==> config.mk <==
export PLATFORM = sky130hd
export DESIGN_NAME = polvecp_to_bs
export DESIGN_NICKNAME = d
export VERILOG_FILES = /design/src/rtl/polvecp_to_bs.sv
export SDC_FILE = /design/constraint.sdc
export NUM_CORES = 1
export LEC_CHECK = 0
export ABC_AREA = 1
export BUFFER_PORTS_ARGS = -buffer_cell sky130_fd_sc_hd__buf_4
export CORE_UTILIZATION = 53
export DETAILED_ROUTE_END_ITERATION = 10
export PLACE_DENSITY = 0.72
export SLEW_MARGIN = 20
export SYNTH_ARGS = -nofsm -noshare
export SYNTH_HDL_FRONTEND = slang
export SYNTH_SLANG_ARGS = --single-unit
export TNS_END_PERCENT = 10
==> constraint.sdc <==
create_clock -name clk -period 1.7 [get_ports clk]
set_input_delay 0.34 -clock clk [delete_from_list [all_inputs] [get_ports clk]]
set_output_delay 0.34 -clock clk [all_outputs]
set_load 0.02 [all_outputs]
==> src/rtl/polvecp_to_bs.sv <==
// Packs 10-bit mod-p polynomial coefficients from the four-lane unpacked memory layout
// into the contiguous little-endian 10-bit bitstream, 8 reads -> 5 writes per group.
module polvecp_to_bs #(
    parameter int unsigned NUM_GROUPS = 24,
    parameter int unsigned ADDR_W     = 9
) (
    input  logic              clk,
    input  logic              rst,
    input  logic              start,
    output logic [ADDR_W-1:0] read_address,
    output logic              read_en,
    input  logic [63:0]       read_data,
    output logic [ADDR_W-1:0] write_address,
    output logic [63:0]       write_data,
    output logic              write_en,
    output logic              done
);

    localparam int unsigned WORD_W   = 64;
    localparam int unsigned PACK_W   = 40;
    localparam int unsigned BUF_W    = 320;
    localparam int unsigned CNT_W    = 3;
    localparam int unsigned RD_WORDS = 8;
    localparam int unsigned WR_WORDS = 5;
    localparam int unsigned GRP_W    = (NUM_GROUPS > 1) ? $clog2(NUM_GROUPS) : 1;

    typedef enum logic [2:0] {
        S_IDLE,
        S_RD,
        S_CAP,
        S_WR,
        S_DONE
    } state_t;

    state_t              state_q, state_d;
    logic [CNT_W-1:0]    rd_cnt_q, rd_cnt_d;
    logic [CNT_W-1:0]    wr_cnt_q, wr_cnt_d;
    logic [GRP_W-1:0]    grp_cnt_q, grp_cnt_d;
    logic [ADDR_W-1:0]   rd_addr_q, rd_addr_d;
    logic [ADDR_W-1:0]   wr_addr_q, wr_addr_d;
    logic [BUF_W-1:0]    buf_q, buf_d;
    logic                rd_en_q, rd_en_d;
    logic                wr_en_q, wr_en_d;
    logic                done_q, done_d;

    logic [PACK_W-1:0]   lane_pack;
    logic                lane_junk_unused;

    // Keep the low 10 bits of each 16-bit lane; the upper 6 bits carry no data.
    assign lane_pack = {read_data[57:48], read_data[41:32], read_data[25:16], read_data[9:0]};
    assign lane_junk_unused = ^{read_data[63:58], read_data[47:42],
                                read_data[31:26], read_data[15:10]};

    always_ff @(posedge clk or negedge rst) begin
        if (!rst) begin
            state_q   <= S_IDLE;
            rd_cnt_q  <= '0;
            wr_cnt_q  <= '0;
            grp_cnt_q <= '0;
            rd_addr_q <= '0;
            wr_addr_q <= '0;
            buf_q     <= '0;
            rd_en_q   <= 1'b0;
            wr_en_q   <= 1'b0;
            done_q    <= 1'b0;
        end else begin
            state_q   <= state_d;
            rd_cnt_q  <= rd_cnt_d;
            wr_cnt_q  <= wr_cnt_d;
            grp_cnt_q <= grp_cnt_d;
            rd_addr_q <= rd_addr_d;
            wr_addr_q <= wr_addr_d;
            buf_q     <= buf_d;
            rd_en_q   <= rd_en_d;
            wr_en_q   <= wr_en_d;
            done_q    <= done_d;
        end
    end

    always_comb begin
        state_d   = state_q;
        rd_cnt_d  = rd_cnt_q;
        wr_cnt_d  = wr_cnt_q;
        grp_cnt_d = grp_cnt_q;
        rd_addr_d = rd_addr_q;
        wr_addr_d = wr_addr_q;
        buf_d     = buf_q;
        rd_en_d   = 1'b0;
        wr_en_d   = 1'b0;
        done_d    = 1'b0;

        case (state_q)
            S_IDLE, S_DONE: begin
                if (start) begin
                    state_d   = S_RD;
                    rd_cnt_d  = '0;
                    wr_cnt_d  = '0;
                    grp_cnt_d = '0;
                    rd_addr_d = '0;
                    wr_addr_d = '0;
                end
            end

            // Read data lags the address by one cycle, so the first RD cycle loads nothing.
            S_RD: begin
                rd_addr_d = rd_addr_q + ADDR_W'(1);
                if (rd_cnt_q != '0) begin
                    buf_d = {lane_pack, buf_q[BUF_W-1:PACK_W]};
                end
                if (rd_cnt_q == CNT_W'(RD_WORDS - 1)) begin
                    rd_cnt_d = '0;
                    state_d  = S_CAP;
                end else begin
                    rd_cnt_d = rd_cnt_q + CNT_W'(1);
                end
            end

            S_CAP: begin
                buf_d   = {lane_pack, buf_q[BUF_W-1:PACK_W]};
                state_d = S_WR;
            end

            S_WR: begin
                wr_addr_d = wr_addr_q + ADDR_W'(1);
                buf_d     = {{WORD_W{1'b0}}, buf_q[BUF_W-1:WORD_W]};
                if (wr_cnt_q == CNT_W'(WR_WORDS - 1)) begin
                    wr_cnt_d = '0;
                    if (grp_cnt_q == GRP_W'(NUM_GROUPS - 1)) begin
                        state_d = S_DONE;
                    end else begin
                        grp_cnt_d = grp_cnt_q + GRP_W'(1);
                        state_d   = S_RD;
                    end
                end else begin
                    wr_cnt_d = wr_cnt_q + CNT_W'(1);
                end
            end

            default: state_d = S_IDLE;
        endcase

        // Strobes are registered copies of the upcoming state, so they align with the state.
        rd_en_d = (state_d == S_RD);
        wr_en_d = (state_d == S_WR);
        done_d  = (state_d == S_DONE);
    end

    assign read_address  = rd_addr_q;
    assign read_en       = rd_en_q;
    assign write_address = wr_addr_q;
    assign write_data    = buf_q[WORD_W-1:0];
    assign write_en      = wr_en_q;
    assign done          = done_q;

endmodule

==> results.md, run 1 <==
* CTS tree: done
* Gpl congestion at around 0.84
* Cell Count, Final, Fillers Out at 2750
* Global-route wire length before repair at about 66 mm
* Starting DRT DRC Count at 1170
* Hold Crit Class: in -> reg
* Post-placement setup slack at between 50 and 60 ps
* Post-Syn Nets at about 2300
* Post-synthesis mux area share at 0
* Vias/cell at 5.148
* Io pins at around 150
* Register clock-pin slew on the reported worst setup and hold paths at approximately 60 ps
* Yosys warnings at 0
* Post-synthesis simple-gate area fraction at 0.1875
* Crit-path slowest cell: dfrtp_1
* WS Path Type: reg -> reg
* Drt wl/cell at between 10 and 15 um
* Diode count at 0
* Die X at about 180 um
* CTS sink cnt at ~360
* Critical path arrival at between 2000 and 2500 ps
* Final setup margin at about 24 ps
* CP most frequent cell: nand2_1
* Initial antenna violation count at 0
* Max-cap violations at 0
* Clk Latency, worst-skew pair at around 530 ps
* Final Hold Viols at 0
* Buffers added on ports at 127
* Final slew viol count at 0
* Overflow after GRT at 0
* Synth top area share at 0.5055
* Total wire length at about 40 mm
* Synthesized flop and latch total at approximately 360
* Final setup vio count at 0
* Clk buf depth at 3
* P&R area growth vs syn at 13.71%
* Critical path, cell by cell: inv_2 > ha_1 > nand2_1 > nand2_2 > nand2_8 > buf_16 > buf_4 > buf_12 > nand2_1 > o21ai_0
* Starting Density at 0.5387
* Fmax at slightly below 600 MHz
* Share of post-route cells with drive strength above 1 at 0.1226
* Via count at 14160
* CP endpoint kind: flop
* RR Startpoint: rd_cnt_q[0]$_DFFE_PN0P_
* Post-Synth XOR/XNOR Area at 0.0009968
* Synth top cells by count: nand2_1, dfrtp_1, inv_1
* Slew HR at 0.7474
* Std-Cell Core Area at ~0.033 sq mm
* Skew final at about 10 ps
* Largest family of logic cells by synthesized area: simple AND/OR/NAND/NOR gates
* Most used DFF post-synth: dfrtp_1
* Most common cell in the netlist: nand2_1
* Placed instance count at roughly 2700
* Slew at the pin closest to its max-slew limit at approximately 370 ps
* Hold slack at around 32 ps
* RSZ-0062 raised after global routing: yes
* Post-Synthesis Cells at 2237
* Fillers at 2857
* Row count at between 60 and 70
* Lkg Pwr at around 9.8 nW
* Mapped Area at around 0.018 sq mm
* H-tree depth at 2
* Min Tclk post-route at 1676 ps
* Worst hold path depth at 2
* Hold path start: start
* Area contributors post-synth: dfrtp_1, nand2_1, o21ai_0
* Worst Path Max Fanout at 30
* Number of global-route vias before repair at about 13000
* Die Y at between 150 and 200 um
* Number of flops mapped to enable cells by yosys at 0
* Status: completed
* Pin count of the biggest net entering global routing at 65
* DP HPWL at 27.94 mm
* Num CTS Buffers at 38
* Synthesized area per cell at around 8 sq um
* Root Driver: clkbuf_16
* Startpoint types: flop
* Post-synth cell types at 23
* DRT Pass-1 Iters at 6
* R2R cell count at 10
* Final net count at 2357
* Critical Path Max Stage Delay at approximately 390 ps
* WP data required at around 2100 ps
* Crit path from: rd_cnt_q[0]$_DFFE_PN0P_
* Ys async rst share at 1.000
* Fin crit share at 0.9857
* Worst ir drop on vdd at approximately 1300 uV
* Adder-cell share of the synthesized area at 0.005696
* Total Power at 0.04187 W
* Remaining DRCs at 0
* PwrDens at 2095 mW/mm^2
* Gr usage total at 0.2425
* Area fraction in compound gates after synthesis at 0.1541
* Area of the die at around 0.034 sq mm
* Register area share after synthesis at 0.5055
* Post-route ant nets at 0
* Leading area contributor after synthesis: dfrtp_1
-- final timing paths --
| kind | end | slack, ps |
|---|---|---|
| worst min register to register | buf_q[25]$_DFFE_PN0P_ | 480 |
| max in group asynchronous | buf_q[316]$_DFFE_PN0P_ | 770 |
| worst max-delay path | buf_q[136]$_DFFE_PN0P_ | 20 |
| min in group asynchronous | buf_q[8]$_DFFE_PN0P_ | 270 |
| worst min-delay path | done$_DFF_PN0_ | 30 |
| worst max register to register | buf_q[136]$_DFFE_PN0P_ | 20 |
-- cell usage in the layout (no fill, tap or decap), types with 3 or more instances in the layout --
cell type | Yosys | final
buf_12 | 0 | 27
buf_16 | 0 | 4
buf_4 | 70 | 167
clkbuf_1 | 9 | 9
clkbuf_16 | 0 | 44
clkbuf_8 | 0 | 10
clkinv_2 | 0 | 5
dfrtp_1 | 355 | 355
ha_1 | 8 | 8
inv_1 | 292 | 290
inv_2 | 4 | 6
nand2_1 | 714 | 708
nand2_2 | 1 | 7
nand3_1 | 88 | 86
nand3_2 | 2 | 3
nand4_1 | 5 | 5
nor2_1 | 21 | 21
o21ai_0 | 270 | 257
o21ai_1 | 266 | 279
-- what timing repair did --
| action | CTS | global route |
|---|---|---|
| buffers inserted | 0 | 10 |
| hold buffers | 1 | 0 |
| resized for setup | 0 | 31 |
| endpoints found under the hold margin | 19 | 0 |
| endpoints found under the setup margin | 0 | 168 |
-- cell families (layout without fill, tap and decap cells) --
| kind of cell | count (synthesis) | count (layout) |
|---|---|---|
| and+or+nand+nor | 835 | 835 |
| DFF | 355 | 355 |
| AOI/OAI and AO/OA | 540 | 540 |
| xor gates and xnor gates | 2 | 2 |
| buffers and inverters | 497 | 568 |
| adders and majority gates | 8 | 8 |
-- power by group --
| group | switching [W] | internal, W |
|---|---|---|
| clock | 0.00328 | 0.00482 |
| combinational | 0.0129 | 0.00741 |
| sequential | 0.00174 | 0.0118 |
| total | 0.0179 | 0.0240 |
-- sequential cells by signal (all words and copies together), names as in the netlist --
name / cells
done: 1
write_address: 9
buf_q: 320
state_q: 3
read_address: 9
rd_cnt_q: 3
grp_cnt_q: 5
write_en: 1
read_en: 1
wr_cnt_q: 3
-- metrics by stage --
| step | util | setup TNS [ps] | cell area [sq um] |
|---|---|---|---|
| after detailed placement | 0.5671 | 0 | 18500 |
| after global placement | 0.5671 | 0 | 18500 |
| after global routing | 0.6126 | -668.6 | 19980 |
| after floorplan | - | 0 | 17570 |
| after CTS | 0.6051 | 0 | 19740 |
| final | 0.6126 | 0 | 19980 |
-- per-layer routing --
metal | global-route usage | vias up | wire, um
li1 | - | 7080 | -
met1 | 0.3709 | 6660 | 19810
met2 | 0.3641 | 367 | 17910
met3 | 0.03122 | 49 | 2058
met4 | 0.05967 | 0 | 838
met5 | 0 | - | 0
-- cell type report --
| class | instances | area, sq um | share of cell area |
|---|---|---|---|
| sequential | 355 | 8884 | 0.4446 |
| multi-input combinational | 1385 | 6162 | 0.3084 |
| timing repair buffer | 206 | 2042 | 0.1022 |
| clock buffer | 60 | 1197 | 0.05992 |
| inverter | 296 | 1111 | 0.05560 |
| tap | 442 | 553.0 | 0.02768 |
| clock inverter | 6 | 32.53 | 0.001628 |
-- critical path, delay by kind of cell (launching register included) --
| kind | cells | cell delay [ps] |
|---|---|---|
| AO/OA/AOI/OAI | 1 | 90 |
| adder cells (fa/ha/maj) | 1 | 150 |
| buffers and inverters | 4 | 550 |
| flip-flops | 1 | 390 |
| AND/OR/NAND/NOR | 4 | 370 |
Note: power is estimated with default switching activity, not from simulation.
==> run 2, diff against run 1 <==
CELL_PAD_IN_SITES_DETAIL_PLACEMENT = 1   (was default)
CELL_PAD_IN_SITES_GLOBAL_PLACEMENT = 1   (was default)
CORE_UTILIZATION = 45   (was 53)
PLACE_DENSITY = default   (was 0.72)
PLACE_DENSITY_LB_ADDON = 0.1   (was default)
REMOVE_ABC_BUFFERS = 1   (was default)
==> run 2 against run 1 <==
  * Critical path depth shrank 9
  * Sequential power barely moved
  * Cell area is 2.8% higher
  * Global-route usage down 2.6 points
  * Clock skew is 2.7 ps higher
  * Utilization decreased by 8.0 points
  * Hold slack lost 12 ps
  * Combinational power is essentially flat
  * Highest routed layer unchanged
==> results.md, run 2 (same netlist as run 1, synthesis figures left out) <==
* Status: completed
* Diode count at 0 (unchanged)
* CTS tree: done
* Final setup margin at 84.56 ps (+60.24 ps)
* Num CTS Buffers at 42 (+11%)
* CTS sink cnt at 355 (unchanged)
* Commonest non-fill, non-tap cell in the layout: nand2_1
* Gr usage total at 0.2165 (-0.02594)
* R2R cell count at 8 (-2)
* Die Y at 199.6 um (+8.4%)
* Fin crit share at 0.9503 (-0.03544)
* WS Path Type: reg -> out
* Number of global-route vias before repair at 14540 (+12%)
* Final slew viol count at 0 (unchanged)
* Delay-heaviest family, CP: flip-flops
* Final setup vio count at 0 (unchanged)
* Clk buf depth at 3 (unchanged)
* Critical Path Max Stage Delay at 510 ps (+120 ps)
* Slew at the pin closest to its max-slew limit at 343.7 ps (-31.20 ps)
* Critical path arrival at 1280 ps (-790 ps)
* Cell Count, Final, Fillers Out at 2858 (+3.9%)
* Crit path from: write_address[5]$_DFFE_PN0P_
* Max-cap violations at 0 (unchanged)
* Final net count at 2385 (+1.2%)
* Startpoint types: flop
* Crit-path slowest cell: dfrtp_1
* Vias/cell at 4.979 (-3.3%)
* Pin count of the biggest net entering global routing at 93 (+43%)
* Util after Layout at 0.5329 (-0.07968)
* Reg with most FFs: buf_q
* DP HPWL at 26.93 mm (-3.6%)
* Area of the die at 0.03985 sq mm (+18%)
* WP data required at 1360 ps (-730 ps)
* Buffers added on ports at 127 (unchanged)
* Starting Density at 0.4558 (-0.08297)
* Post-placement setup slack at 68.74 ps (+10.38 ps)
* P&R area growth vs syn at 16.92%
* CP endpoint kind: output port
* Overflow after GRT at 0 (unchanged)
* Global-route wire length before repair at 70.85 mm (+7.3%)
* Clk Latency, worst-skew pair at 560 ps (+30 ps)
* Most frequent cells in the layout: nand2_1, dfrtp_1, inv_1
* Std-Cell Core Area at 0.03856 sq mm (+18%)
* Lkg Pwr at 10.04 nW (+2.4%)
* Max FFs per register at 320 (unchanged)
* Drt wl/cell at 15.04 um (+1.8%)
* Die X at 199.6 um (+8.4%)
* Root Driver: clkbuf_16
* Worst hold path depth at 3 (+1)
* Io pins at 152 (unchanged)
* Worst Path Max Fanout at 7 (-77%)
* WP depth at 1 (-9)
* Via count at 14230 (+0.52%)
* Post-route ant nets at 0 (unchanged)
* Remaining DRCs at 0 (unchanged)
* PwrDens at 2100 mW/mm^2 (+0.23%)
* Starting DRT DRC Count at 571 (-51%)
* CP Buf/Inv Count at 1 (-3)
* Critical path, cell by cell: buf_4
* H-tree depth at 2 (unchanged)
* RSZ-0062 raised after global routing: yes
* DRT Pass-1 Iters at 5 (-1)
* Total wire length at 42.99 mm (+5.8%)
* Register clock-pin slew on the reported worst setup and hold paths at 60 ps (about the same)
* Hold path start: read_data[55]
* Row count at 72 (+9.1%)
* Slew HR at 0.7709 (+0.02344)
* Worst ir drop on vdd at 1106 uV (-13%)
* Fmax at 619.0 MHz (+3.7%)
* Min Tclk post-route at 1615 ps (-60.24 ps)
* RR Startpoint: rd_cnt_q[0]$_DFFE_PN0P_
* Skew final at 13.01 ps (+2.715 ps)
* Gpl congestion at 0.7488 (-11%)
* Hold Crit Class: in -> reg
* Share of post-route cells with drive strength above 1 at 0.1256 (+0.003024)
* Initial antenna violation count at 0 (unchanged)
* Placed instance count at 2756 (+3.2%)
* Total Power at 0.04316 W (+3.1%)
* Final Hold Viols at 0 (unchanged)
==> run 2: cell count changes in the layout (fill, tap and decap cells not counted), sizes merged <==
cell,delta
clkinv,-1
clkbuf,+13
nand2,+1
bufinv,+1
dlygate4sd3,+13
buf,+6
clkinvlp,-1
==> run 2: final cells by class <==
cell class              count  area (sq um)
clock buffers              69          1336
clock inverters             5         50.05
fillers                  4782         18010
inverters                 296          1111
multi-input cells        1386          6171
flip-flops and latches    355          8884
well taps                 518         648.1
repair buffers            229          2347
==> run 2: final timing paths <==
kind / to / slack, ps
setup reg to reg: buf_q[210]$_DFFE_PN0P_ / 90
setup / recovery: write_address[5] / 80
hold / removal: buf_q[317]$_DFFE_PN0P_ / 20
max in group asynchronous: buf_q[6]$_DFFE_PN0P_ / 760
hold reg to reg: buf_q[0]$_DFFE_PN0P_ / 480
min in group asynchronous: buf_q[218]$_DFFE_PN0P_ / 250
==> run 2: worst reg2reg max path: cells and delay by family (launching register included) <==
kind | cells | cell delay [ps]
AOI/OAI and AO/OA | 1 | 220
adders and majority gates | 1 | 140
buffers and inverters | 3 | 490
DFF | 1 | 390
and+or+nand+nor | 3 | 300
==> run 2: routing by layer <==
layer  GRT usage  vias up  part of all wire
li1            -     7119                 -
met1      0.2910     6877              0.46
met2      0.3612      171              0.48
met3     0.03679       62             0.032
met4     0.05513        0             0.020
met5           0        -                 0
==> run 2: report_power, final <==
part | internal (W) | switching, W
Combinational | 0.00776 | 0.0127
Clock | 0.00548 | 0.00357
Sequential | 0.0118 | 0.00185
Total | 0.0250 | 0.0181
==> run 2: stage by stage <==
step / hold WS, ps / setup TNS, ps / instance area, sq um
after CTS: 1.076 / 0 / 20240
after detailed placement: 240.5 / 0 / 18720
after global routing: 19.08 / -4.500 / 20550
final: 20.04 / 0 / 20550
after floorplan: 44.41 / -2080410 / 16120
after global placement: 241.4 / 0 / 18720
==> run 2: what timing repair did <==
item                       CTS  global route
hold buffers                14             0
gates resized for setup      0            21
hold endpoints to repair    91             0
setup endpoints to repair    0           202
buffers inserted             0             6
==> run 3, diff against run 2 <==
ABC_AREA = default   (was 1)
CORE_UTILIZATION = 47   (was 45)
==> run 3 against run 2 <==
  * The flow now finishes with violations (setup timing)
  * Routed wire length is 5.2% lower
  * Clock skew is 2.0 ps lower
  * Die area is 4.5% lower
  * Cell count is 15% lower
  * Count of clock-buffer cells in the layout is 6 lower
  * Register-to-register slack worse by 180 ps
  * Maximum frequency is 9.9% lower
  * Clock power is 1% higher
  * Non-clock buffer count is 3 higher
  * Largest cell class unchanged
  * Largest power group unchanged
==> results.md, run 3 <==
* Status: finished, violations left
* Failing checks: setup timing
* Yosys warnings at 0 (unchanged)
* Starting DRT DRC Count at 488 (-15%)
* Share of post-route cells with drive strength above 1 at 0.2363 (+0.1107)
* CTS tree: done
* Comb pwr share at 0.465 (-0.010)
* CTS sink cnt at 355 (unchanged)
* Remaining DRCs at 0 (unchanged)
* Seq pwr share at 0.327 (+0.012)
* Initial antenna violation count at 0 (unchanged)
* Num CTS Buffers at 41 (-2.4%)
* Die X at 195.1 um (-2.3%)
* Switch Pwr at 0.01640 W (-9.6%)
* Startpoint types: flop
* Worst Hold End: buf_q[308]$_DFFE_PN0P_
* Fin crit share at 1.055 (+0.1047)
* Fmax at 557.6 MHz (-9.9%)
* Gr usage total at 0.2220 (+0.005485)
* Area contributors post-synth: dfrtp_1, nand2_1, mux2_2
* Final net count at 2005 (-16%)
* Total wire length at 40.74 mm (-5.2%)
* Hold Crit Class: in -> reg
* Worst ir drop on vdd at 764.9 uV (-31%)
* Hold slack at 51.82 ps (+31.78 ps)
* Lkg Pwr at 10.82 nW (+7.8%)
* Final setup margin at -93.39 ps (-177.9 ps)
* Placed Area at 0.01928 sq mm (+3.0%)
* Via count at 12690 (-11%)
* WP data required at 2100 ps (+740 ps)
* Post-Synthesis Cells at 1837 (-18%)
* Most used DFF post-synth: dfrtp_1
* Most common cell in the netlist: nand2_1
* Crit-path slowest cell: and3b_4
* Number of flops mapped to enable cells by yosys at 0 (unchanged)
* Global-route wire length before repair at 70.31 mm (-0.76%)
* Leading area contributor after synthesis: dfrtp_1
* Area of the die at 0.03806 sq mm (-4.5%)
* Total Power at 0.04402 W (+2.0%)
* Gpl congestion at 0.7444 (-0.59%)
* Critical Path Max Stage Delay at 550 ps (+40 ps)
* Pin count of the biggest net entering global routing at 75 (-19%)
* Row count at 70 (-2.8%)
* Min Tclk post-route at 1793 ps (+177.9 ps)
* Design Area, Final at 0.02079 sq mm (+1.2%)
* Diode count at 0 (unchanged)
* Die Y at 195.1 um (-2.3%)
* Io pins at 152 (unchanged)
* Reg2reg end: buf_q[226]$_DFFE_PN0P_
* Post-CTS Setup Repair Bufs at 0 (unchanged)
* Register clock-pin slew on the reported worst setup and hold paths at 60 ps (about the same)
* Drt wl/cell at 16.79 um (+12%)
* Setup TNS at -12160 ps (-12160 ps)
* Fillers at 4045 (-15%)
* Critical path, cell by cell: and3b_4 > buf_12 > o21ai_0 > mux2_1
* Internal power at 0.02762 W (+10%)
* Max FFs per register at 320 (unchanged)
* Skew final at 10.96 ps (-2.048 ps)
* Slew HR at 0.6974 (-0.07348)
* RR Startpoint: state_q[2]$_DFF_PN0_
* P&R area growth vs syn at 18.63%
* Root Driver: clkbuf_16
* R2R cell count at 4 (-4)
* Max-cap violations at 0 (unchanged)
* Synthesized area per cell at 9.540 sq um (+21%)
* Synth top cells by count: nand2_1, dfrtp_1, mux2_2
* Post-route ant nets at 0 (unchanged)
* Most frequent cells in the layout: nand2_1, dfrtp_1, buf_4
* Synthesized flop and latch total at 355 (unchanged)
* R2R Setup Slk at -90 ps (-180 ps)
* Clock power share at 0.208 (-0.002)
* Cell Count, Final, Fillers Out at 2427 (-15%)
* Starting Density at 0.4787 (+0.02294)
* H-tree depth at 2 (unchanged)
* Crit path from: state_q[2]$_DFF_PN0_
* Post-synth cell types at 39 (+70%)
* DRT Pass-1 Iters at 4 (-1)
* Register area share after synthesis at 0.5069 (+0.001371)
* RSZ-0062 raised after global routing: yes
* Reg with most FFs: buf_q
* Critical path arrival at 2190 ps (+910 ps)
* Sw frac at 0.3726 (-0.04790)
* Final slew viol count at 0 (unchanged)
* Vias/cell at 5.230 (+5.0%)
* Mapped Area at 0.01753 sq mm (-0.27%)
* CP endpoint kind: flop
* DP HPWL at 26.47 mm (-1.7%)
* Commonest non-fill, non-tap cell in the layout: nand2_1
* Worst Path Max Fanout at 16 (+9)
* Final setup vio count at 236 (+236)
* Ys async rst share at 1.000 (unchanged)
* Clk buf depth at 3 (unchanged)
* Final Hold Viols at 0 (unchanged)
* Hold path start: read_data[40]
* WS Path Type: reg -> reg
* Number of global-route vias before repair at 13960 (-4.0%)
* Std-Cell Core Area at 0.03661 sq mm (-5.0%)
* PwrDens at 2117 mW/mm^2 (+0.80%)
* Synth top area share at 0.5069 (+0.001371)
* Placed instance count at 2354 (-15%)
* Buffers added on ports at 127 (unchanged)
* Worst hold path depth at 3 (unchanged)
* Slew at the pin closest to its max-slew limit at 452.8 ps (+109.1 ps)
* Clk Latency, worst-skew pair at 530 ps (-30 ps)
* Overflow after GRT at 0 (unchanged)
## run 3: cell count changes after synthesis, moves of 32 or more
| cell | delta |
|---|---|
| buf_6 | -33 |
| clkbuf_1 | +32 |
| inv_1 | -262 |
| mux2_1 | +112 |
| mux2_2 | +144 |
| nand2_1 | +56 |
| nand3_1 | -79 |
| o21ai_0 | -170 |
| o21ai_1 | -264 |
## run 3: logic make-up (layout without fill, tap and decap cells)
logic type,count (synthesis),count (layout),synth area share
AOI/OAI and AO/OA,155,155,0.05305
xor gates and xnor gates,1,1,0.0004998
adders and majority gates,8,8,0.005712
buffers and inverters,212,334,0.06961
DFF,355,355,0.5069
muxes,285,285,0.1811
and+or+nand+nor,821,821,0.1832
## run 3: how the worst max path moves through the flow
stage / endpoint / slack [ps] / depth (start not counted)
2_1_floorplan: wr_cnt_q[2]$_DFFE_PN0P_ / -5200 / 4
3_3_place_gp: buf_q[219]$_DFFE_PN0P_ / -100 / 8
3_5_place_dp: buf_q[219]$_DFFE_PN0P_ / -120 / 8
4_1_cts: buf_q[226]$_DFFE_PN0P_ / -100 / 4
5_1_grt: buf_q[62]$_DFFE_PN0P_ / -180 / 8
6_report: buf_q[226]$_DFFE_PN0P_ / -90 / 4
## run 3: cell type report
class	instances	area (sq um)	share of cell area
multi-input cells	1270	7492	0.3604
well taps	468	585.6	0.02817
clock inverters	9	147.6	0.007102
repair buffers	232	2316	0.1114
inverters	30	112.6	0.005416
clock buffers	63	1249	0.06006
flip-flops and latches	355	8887	0.4275
## run 3: metrics by stage
stage | setup WS [ps] | util
after CTS | -102.9 | 0.5667
after global routing | -183.4 | 0.5679
final | -93.39 | 0.5679
after floorplan | -5204 | -
after global placement | -99.80 | 0.5266
after detailed placement | -124.1 | 0.5266
## run 3: critical path, delay by kind of cell (launching register included)
family / cells / cell delay [ps]
AND/OR/NAND/NOR: 1 / 550
flip-flops: 1 / 500
multiplexers: 1 / 310
buffers and inverters: 1 / 200
AO/OA/AOI/OAI: 1 / 90
## run 3: power groups by stage
| stage | Combinational (W) | Sequential (W) | Clock (W) |
|---|---|---|---|
| final | 0.0205 | 0.0144 | 0.00915 |
| after global routing | 0.0227 | 0.0149 | 0.00968 |
| after CTS | 0.0207 | 0.0144 | 0.00939 |
| after detailed placement | 0.0202 | 0.0145 | 0 |
| after global placement | 0.0194 | 0.0143 | 0 |
| after floorplan | 0.00867 | 0.0144 | 0 |
## run 3: timing repair
| action | in CTS | in global routing |
|---|---|---|
| pin swaps | 4 | 0 |
| hold buffers | 1 | 0 |
| endpoints found under the hold margin | 79 | 0 |
| setup endpoints to repair | 281 | 280 |
| cloned | 0 | 0 |
| gates resized for setup | 23 | 15 |
## run 3: layer usage
| layer | global-route usage | vias to the layer above | wire (um) |
|---|---|---|---|
| met5 | 0 | - | 0 |
| met4 | 0.04870 | 0 | 592 |
| met3 | 0.03523 | 45 | 1212 |
| met2 | 0.3854 | 129 | 20420 |
| met1 | 0.2918 | 6393 | 18520 |
| li1 | - | 6125 | - |
